### src/rtl/demux_14.sv
// rtl/demux_14.sv - four-lane round-robin deserializer for the 4-bit lane interface
//
// Purpose: collects four consecutive valid words from the serialized stream
// and presents them on four parallel lanes with one simultaneous valid pulse.
// Optional feature macro: DEMUX_14_FLUSH_EN (adds the flush port and frame_err).
//
// Ports:
//   clk               rising-edge clock
//   reset             synchronous, active-high reset
//   data_in           serialized input word
//   valid_in          data_in is valid this cycle
//   flush             (DEMUX_14_FLUSH_EN only) emit the partial frame
//   data_0..data_3    registered lane output words
//   valid_0..valid_3  registered lane valids, one-cycle pulse per frame
//   frame_err         sticky: flush coincided with a completing 4th word
module demux_14 #(
  parameter int WIDTH = 4
) (
  input  logic             clk,
  input  logic             reset,
  input  logic [WIDTH-1:0] data_in,
  input  logic             valid_in,
`ifdef DEMUX_14_FLUSH_EN
  input  logic             flush,
`endif
  output logic [WIDTH-1:0] data_0,
  output logic [WIDTH-1:0] data_1,
  output logic [WIDTH-1:0] data_2,
  output logic [WIDTH-1:0] data_3,
  output logic             valid_0,
  output logic             valid_1,
  output logic             valid_2,
  output logic             valid_3,
  output logic             frame_err
);

  logic [1:0]       ptr;
  logic [WIDTH-1:0] stage    [4];
  logic [WIDTH-1:0] out_data [4];
  logic [3:0]       out_valid;
  logic             complete;

  // A valid word accepted at the last lane closes the frame.
  assign complete = valid_in && (ptr == 2'd3);

`ifdef DEMUX_14_FLUSH_EN
  logic [3:0]       mask;
  logic             err_r;
  logic [WIDTH-1:0] stage_nxt [4];
  logic [3:0]       mask_nxt;

  // Staging/mask as they will look after this cycle's word, so a flush
  // issued together with a valid word includes that word.
  always_comb begin
    stage_nxt = stage;
    mask_nxt  = mask;
    if (valid_in) begin
      stage_nxt[ptr] = data_in;
      mask_nxt[ptr]  = 1'b1;
    end
  end

  assign frame_err = err_r;
`else
  assign frame_err = 1'b0;
`endif

  always_ff @(posedge clk) begin
    if (reset) begin
      ptr       <= 2'd0;
      out_valid <= 4'd0;
      for (int k = 0; k < 4; k++) begin
        stage[k]    <= '0;
        out_data[k] <= '0;
      end
`ifdef DEMUX_14_FLUSH_EN
      mask  <= 4'd0;
      err_r <= 1'b0;
`endif
    end else begin
      out_valid <= 4'd0;
      if (valid_in) begin
        stage[ptr] <= data_in;
        ptr        <= ptr + 2'd1;   // wraps 3 -> 0 on completion
`ifdef DEMUX_14_FLUSH_EN
        mask[ptr]  <= 1'b1;
`endif
      end
      if (complete) begin
        // The 4th word bypasses staging straight to lane 3.
        out_data[0] <= stage[0];
        out_data[1] <= stage[1];
        out_data[2] <= stage[2];
        out_data[3] <= data_in;
        out_valid   <= 4'hF;
`ifdef DEMUX_14_FLUSH_EN
        mask <= 4'd0;
        if (flush) err_r <= 1'b1;
`endif
      end
`ifdef DEMUX_14_FLUSH_EN
      else if (flush && (mask_nxt != 4'd0)) begin
        for (int k = 0; k < 4; k++)
          out_data[k] <= mask_nxt[k] ? stage_nxt[k] : '0;
        out_valid <= mask_nxt;
        mask      <= 4'd0;
        ptr       <= 2'd0;
      end
`endif
    end
  end

  assign data_0  = out_data[0];
  assign data_1  = out_data[1];
  assign data_2  = out_data[2];
  assign data_3  = out_data[3];
  assign valid_0 = out_valid[0];
  assign valid_1 = out_valid[1];
  assign valid_2 = out_valid[2];
  assign valid_3 = out_valid[3];

endmodule

### config.mk
export PLATFORM = sky130hd
export DESIGN_NAME = demux_14
export DESIGN_NICKNAME = d
export VERILOG_FILES = /design/src/rtl/demux_14.sv
export SDC_FILE = /design/constraint.sdc
export NUM_CORES = 1
export LEC_CHECK = 0
export BUFFER_PORTS_ARGS = -buffer_cell sky130_fd_sc_hd__buf_2
export CORE_ASPECT_RATIO = 1.2
export CORE_MARGIN = 2
export CORE_UTILIZATION = 50
export DETAILED_ROUTE_END_ITERATION = 6
export PLACE_DENSITY_LB_ADDON = 0.12
export SLEW_MARGIN = 20
export SYNTH_ARGS = -nofsm -noshare
export SYNTH_HDL_FRONTEND = slang
export SYNTH_SLANG_ARGS = --single-unit
export TNS_END_PERCENT = 10
### constraint.sdc
create_clock -name clk -period 2.3 [get_ports clk]
set_clock_uncertainty 0.15 [all_clocks]
set_input_delay 0.46 -clock clk [delete_from_list [all_inputs] [get_ports clk]]
set_output_delay 0.46 -clock clk [all_outputs]
set_load 0.005 [all_outputs]
==> results of run 1 <==
state kept, by name (all words and copies together) (netlist names):
name and count:
out_data 16, stage 12, out_valid 1, ptr 2
layer usage:
metal	wire length [um]	vias up
li1	-	329
met1	667	306
met2	785	24
met3	104	6
met4	42	0
met5	0	-
cells by family after synthesis:
family                   count (synthesis)  share of synthesized area [%]
XOR/XNOR                                 1                          0.673
multiplexers                             1                          0.769
AO/OA/AOI/OAI                            4                           2.40
buffers and inverters                    9                           5.76
adder cells (fa/ha/maj)                  1                          0.960
AND/OR/NAND/NOR                         35                           20.0
other                                    1                          0.288
flip-flops                              31                           69.2
cells in the final DEF, fill, tap and decap left out:
master	n
conb_1	1
nand2b_1	1
and4bb_2	2
and2_1	19
buf_2	26
mux2i_1	1
xnor2_1	1
a31o_2	1
edfxtp_1	28
o21bai_1	2
clkbuf_1	1
and2_4	9
a21o_1	1
clkbuf_4	5
and3b_1	1
ha_1	1
dfxtp_1	3
nor2_1	2
inv_1	1
nor4b_2	1
per-stage QoR:
step,hold slack (ns),utilization [%],cells,area (um^2)
after floorplan,0.347,-,83,1300
after global placement,0.356,56.1,134,1400
after detailed placement,0.352,56.1,134,1400
after CTS,0.260,57.7,140,1440
after global routing,0.264,57.7,140,1440
final,0.257,57.7,140,1440
power by group:
group	leakage, nW	internal, mW	switching, mW
sequential	0.317	0.645	0.0116
clock	0.0242	0.108	0.160
combinational	0.277	0.0280	0.0347
total	0.618	0.781	0.206
path summary, 6_finish.rpt:
kind	startpoint	endpoint	slack, ns	cells past startpoint
min reg2reg	stage[1][0]	out_data[0][4]	0.38	1
max reg2reg	ptr[0]	out_data[0][4]	0.60	2
max	ptr[0]	out_data[0][4]	0.60	2
min	reset	ptr[1]	0.26	2
final cells by class:
class                           count  area share (%)
Sequential cell                    31            62.4
Multi-Input combinational cell     43            22.6
Timing Repair Buffer               26            9.01
Clock buffer                        6            2.86
Tap cell                           33            2.86
Inverter                            1           0.260
worst max-delay path, stage by stage, from the launching register on:
cell     delay (ns)
dfxtp_1        0.47
ha_1           0.21
a21o_1         0.50
==> key figures, run 1 <==
Status
  • Status: finished, final reports clean

Floorplan
  • Chip height: 59.9 um
  • Die W: 50.6 um
  • Rows: 20
  • Core ar.: 2500 um^2
  • I/O pin count: 28
  • Die area: 3030 um^2
  • Initial Util: 52.0%

Synth
  • Ys async rst share: 0%
  • Synth top area cells: edfxtp_1, and2_1, and2_4
  • Synth Instances: 83
  • Number of synthesized register bits: 31
  • Predominant post-synthesis flop cell: edfxtp_1
  • EDFF count, synth: 28
  • Most frequent cell after synthesis: edfxtp_1
  • Syn Area/Cell: 15.7 um^2
  • Synth cell types: 19
  • Yosys top cell by area: edfxtp_1
  • YS warnings: 0
  • Post-Syn Nets: 91
  • Sequential fraction of the synthesis area: 69.2%
  • Synth cell count leaders: edfxtp_1, and2_1, and2_4, buf_4
  • Cell area after synthesis: 1300 um^2
  • Top cell type's share of synthesized area: 64.6%

Placement
  • HPWL Detailed: 1140 um
  • Port Buffers: 26
  • GP Congestion: 0.762
  • Pre-CTS setup slack: 0.598 ns

Finish
  • Register area: 901 um^2
  • Final-layout fill cell count: 214
  • Area occupied by multi-input gates: 327 um^2
  • Layout cells sized above 1: 41.1%
  • Antenna cells: 0
  • Area Overhead vs Synth: 10.9%
  • Nets: 116

Global route
  • Largest net degree at the start of global routing: 18
  • GRT met2 Usage: 21.2%
  • First-pass GRT wire length: 2590 um
  • Initial antenna violation count: 0
  • GRT Util Overall: 12.6%
  • Grt met3 use: 4.50%
  • Met1 Use GR: 13.0%
  • Vias in the first global route: 586
  • GR Overflow Total: 0
  • Most used routing layer: met2

Route
  • Post-DR vias/cell: 4.75
  • 1st-iter DRT viols: 11
  • WL final: 1600 um
  • Drt pass-1 iters: 5
  • Vias after detailed routing: 665
  • Routed Antenna Nets: 0
  • Avg WL per Cell: 11.4 um
  • Residual DRC: 0

Power and ir drop
  • Leakage: 0.618 nW
  • P per Cell Area: 684 nW/um^2
  • Final Power: 0.987 mW
  • Peak supply drop: 0.501 mV

STA
  • Period Utilization, post-route: 73.7%
  • Setup slack after layout: 0.604 ns
  • Fmax: 590 MHz
  • Slew Viols, Final: 0
  • Final setup violation count: 0
  • Crit path time final: 1.70 ns
  • Setup TNS: 0 ns
  • RSZ-0062 raised after global routing: no
  • Final Hold Viols: 0
  • Rel. slew slack: 60.6%
  • Actual slew at the worst max-slew pin: 0.591 ns

Hold path
  • Worst Hold Class: input pin to register

Run
  • Max cap viols: 0

Clock network
  • CTS buffer count: 5
  • Setup bufs post-CTS: 0
  • CTS tree: done
  • Clock Tree Buf Depth: 2
  • Clock slew at reported path FFs: 0.09 ns
  • CTS resizes: 0
  • CTS sink count: 31
  • Htree depth: 2
  • CTS root buffer: clkbuf_4
  • Cts hold-fix bufs: 0
  • Clk Latency, worst-skew pair: 0.32 ns

Worst setup path
  • Worst EP arrival: 1.50 ns
  • Setup crit end kind: register
  • Crit Path Max Fanout: 16
  • Critical Path RT: 2.11 ns
  • Startpoint types: register
  • WS Path Type: register to register
Note: power is estimated with default switching activity, not from simulation.
==> inputs of run 2 (changes only) <==
==> constraint.sdc (replaced) <==
create_clock -name clk -period 1.65 [get_ports clk]
set_clock_uncertainty 0.15 [all_clocks]
set_input_delay 0.33 -clock clk [delete_from_list [all_inputs] [get_ports clk]]
set_output_delay 0.33 -clock clk [all_outputs]
set_load 0.005 [all_outputs]
==> key figures, run 2 (synthesized netlist as in run 1, its figures left out) <==
Status
  • Status: finished, final reports clean (unchanged)

Worst setup path
  • Critical Path RT: 1.59 ns (was 2.11 ns)
  • R2R depth: 3 (was 2)
  • Worst EP arrival: 1.41 ns (was 1.50 ns)
  • Setup crit end kind: register (unchanged)
  • Crit Path Max Fanout: 17 (was 16)
  • WS Path Type: register to register (unchanged)
  • Startpoint types: register (unchanged)
  • CP max stage cell: dfxtp_1 (was a21o_1)
  • Crit path cell chain: ha_1 -> and3b_2 -> and2_1 (was ha_1 -> a21o_1)
  • Max incr delay on CP: 0.38 ns (was 0.50 ns)

Power and ir drop
  • Int Pwr: 1.11 mW (was 0.781 mW)
  • Sequential Power Share: 64.6% (was 66.5%)
  • P per Cell Area: 954 nW/um^2 (was 684 nW/um^2)
  • Comb pwr share: 7.3% (was 6.4%)
  • Power share of the clock group: 28.2% (was 27.1%)
  • Peak supply drop: 0.564 mV (was 0.501 mV)
  • Leakage: 0.637 nW (was 0.618 nW)
  • Switching portion of total power: 21.3% (was 20.8%)
  • Sw Pwr: 0.301 mW (was 0.206 mW)

Finish
  • Top reg by flops: out_data (unchanged)
  • Area occupied by multi-input gates: 328 um^2 (was 327 um^2)
  • Nets: 118 (was 116)
  • Finished Layout Cells: 144 (was 140)
  • Final core utilization: 59.2% (was 57.7%)
  • Register area: 901 um^2 (unchanged)
  • Largest register FFs: 16 (unchanged)
  • Area Overhead vs Synth: 13.7% (was 10.9%)
  • Layout cells sized above 1: 43.2% (was 41.1%)
  • Top Registers: out_data x16, stage x12, ptr x2 (unchanged)
  • Final-layout fill cell count: 214 (unchanged)
  • Antenna cells: 0 (unchanged)
  • Most common cell after layout, fill and taps aside: edfxtp_1 (unchanged)
  • Most frequent cells in the layout: edfxtp_1, buf_2, and2_1, and2_4, clkbuf_4 (unchanged)

Global route
  • Initial antenna violation count: 0 (unchanged)
  • First-pass GRT wire length: 2950 um (was 2590 um)
  • GR Overflow Total: 0 (unchanged)
  • Largest net degree at the start of global routing: 18 (unchanged)
  • Vias in the first global route: 640 (was 586)
  • GRT Util Overall: 14.8% (was 12.6%)

Route
  • Vias after detailed routing: 672 (was 665)
  • Routed Antenna Nets: 0 (unchanged)
  • Drt pass-1 iters: 4 (was 5)
  • 1st-iter DRT viols: 6 (was 11)
  • Residual DRC: 0 (unchanged)
  • Post-DR vias/cell: 4.67 (was 4.75)
  • WL final: 1740 um (was 1600 um)
  • Avg WL per Cell: 12.1 um (was 11.4 um)

Placement
  • HPWL Detailed: 1250 um (was 1140 um)
  • Port Buffers: 26 (unchanged)
  • Pre-CTS setup slack: 0.0226 ns (was 0.598 ns)
  • Inst Count DP: 136 (was 134)
  • GP Congestion: 0.725 (was 0.762)

STA
  • Crit path time final: 1.47 ns (was 1.70 ns)
  • Final Hold Viols: 0 (unchanged)
  • RSZ-0062 raised after global routing: no (unchanged)
  • Setup slack after layout: 0.180 ns (was 0.604 ns)
  • Setup TNS: 0 ns (unchanged)
  • Hold slack: 0.132 ns (was 0.257 ns)
  • Fmax: 680 MHz (was 590 MHz)
  • Final setup violation count: 0 (unchanged)
  • Slew Viols, Final: 0 (unchanged)
  • Period Utilization, post-route: 89.1% (was 73.7%)

Clock network
  • Clock slew at reported path FFs: 0.09 ns (about the same)
  • CTS sink count: 31 (unchanged)
  • CTS tree: done (unchanged)
  • Htree depth: 2 (unchanged)
  • CTS root buffer: clkbuf_4 (unchanged)
  • Cts hold-fix bufs: 0 (unchanged)
  • Clk Latency, worst-skew pair: 0.32 ns (about the same)
  • Setup bufs post-CTS: 0 (unchanged)
  • CTS buffer count: 5 (unchanged)
  • Clock Tree Buf Depth: 2 (unchanged)

Floorplan
  • Initial Util: 52.0% (unchanged)
  • Die area: 3030 um^2 (unchanged)
  • Rows: 20 (unchanged)
  • Chip height: 59.9 um (unchanged)
  • Core ar.: 2500 um^2 (unchanged)
  • I/O pin count: 28 (unchanged)
  • Die W: 50.6 um (unchanged)

Hold path
  • Worst Hold Class: input pin to register (unchanged)
  • WHS Path Cells: 2 (unchanged)

Run
  • Max cap viols: 0 (unchanged)
==> run 2: worst paths after layout <==
| kind | startpoint | end | slack [ns] |
|---|---|---|---|
| max | ptr[1] | out_data[0][0] | 0.18 |
| min | reset | ptr[1] | 0.13 |
| max reg2reg | ptr[1] | out_data[0][0] | 0.18 |
| min reg2reg | stage[0][3] | out_data[0][3] | 0.37 |
==> run 2: power by group through the flow <==
stage | Clock, mW | Sequential (mW) | Combinational [mW]
2_1_floorplan | 0 | 0.934 | 0.0564
3_3_place_gp | 0 | 0.929 | 0.101
3_5_place_dp | 0 | 0.931 | 0.104
4_1_cts | 0.424 | 0.913 | 0.104
5_1_grt | 0.457 | 0.916 | 0.116
6_report | 0.398 | 0.912 | 0.102
==> run 2: worst max-delay path, delay by kind of cell (launching register included) <==
kind / cells / cell delay, ns
adder cells (fa/ha/maj): 1 / 0.21
flip-flops: 1 / 0.38
AND/OR/NAND/NOR: 2 / 0.49
==> run 2: metal layers <==
metal / vias to the layer above / GRT usage (%) / part of all wire [%]
li1: 337 / - / -
met1: 309 / 16.1 / 38
met2: 20 / 22.6 / 53
met3: 6 / 8.25 / 6.1
met4: 0 / 9.27 / 2.8
met5: - / 0 / 0
==> run 2: final cells by class <==
cell class / instances / share of cell area [%]
Clock inverter: 1 / 0.338
Multi-Input combinational cell: 43 / 22.1
Inverter: 1 / 0.253
Tap cell: 33 / 2.79
Sequential cell: 31 / 60.8
Timing Repair Buffer: 28 / 10.6
Clock buffer: 7 / 3.04
==> run 2: what timing repair did <==
action / 4_1_cts / 5_1_grt
setup endpoints to repair: 3 / 0
endpoints found under the hold margin: 0 / 0
gates resized for setup: 1 / 0
==> run 2: stage by stage <==
step                      area (um^2)  total power, mW
after floorplan                  1300            0.990
after global placement           1430             1.03
after detailed placement         1430             1.03
after CTS                        1480             1.44
after global routing             1480             1.49
final                            1480             1.41
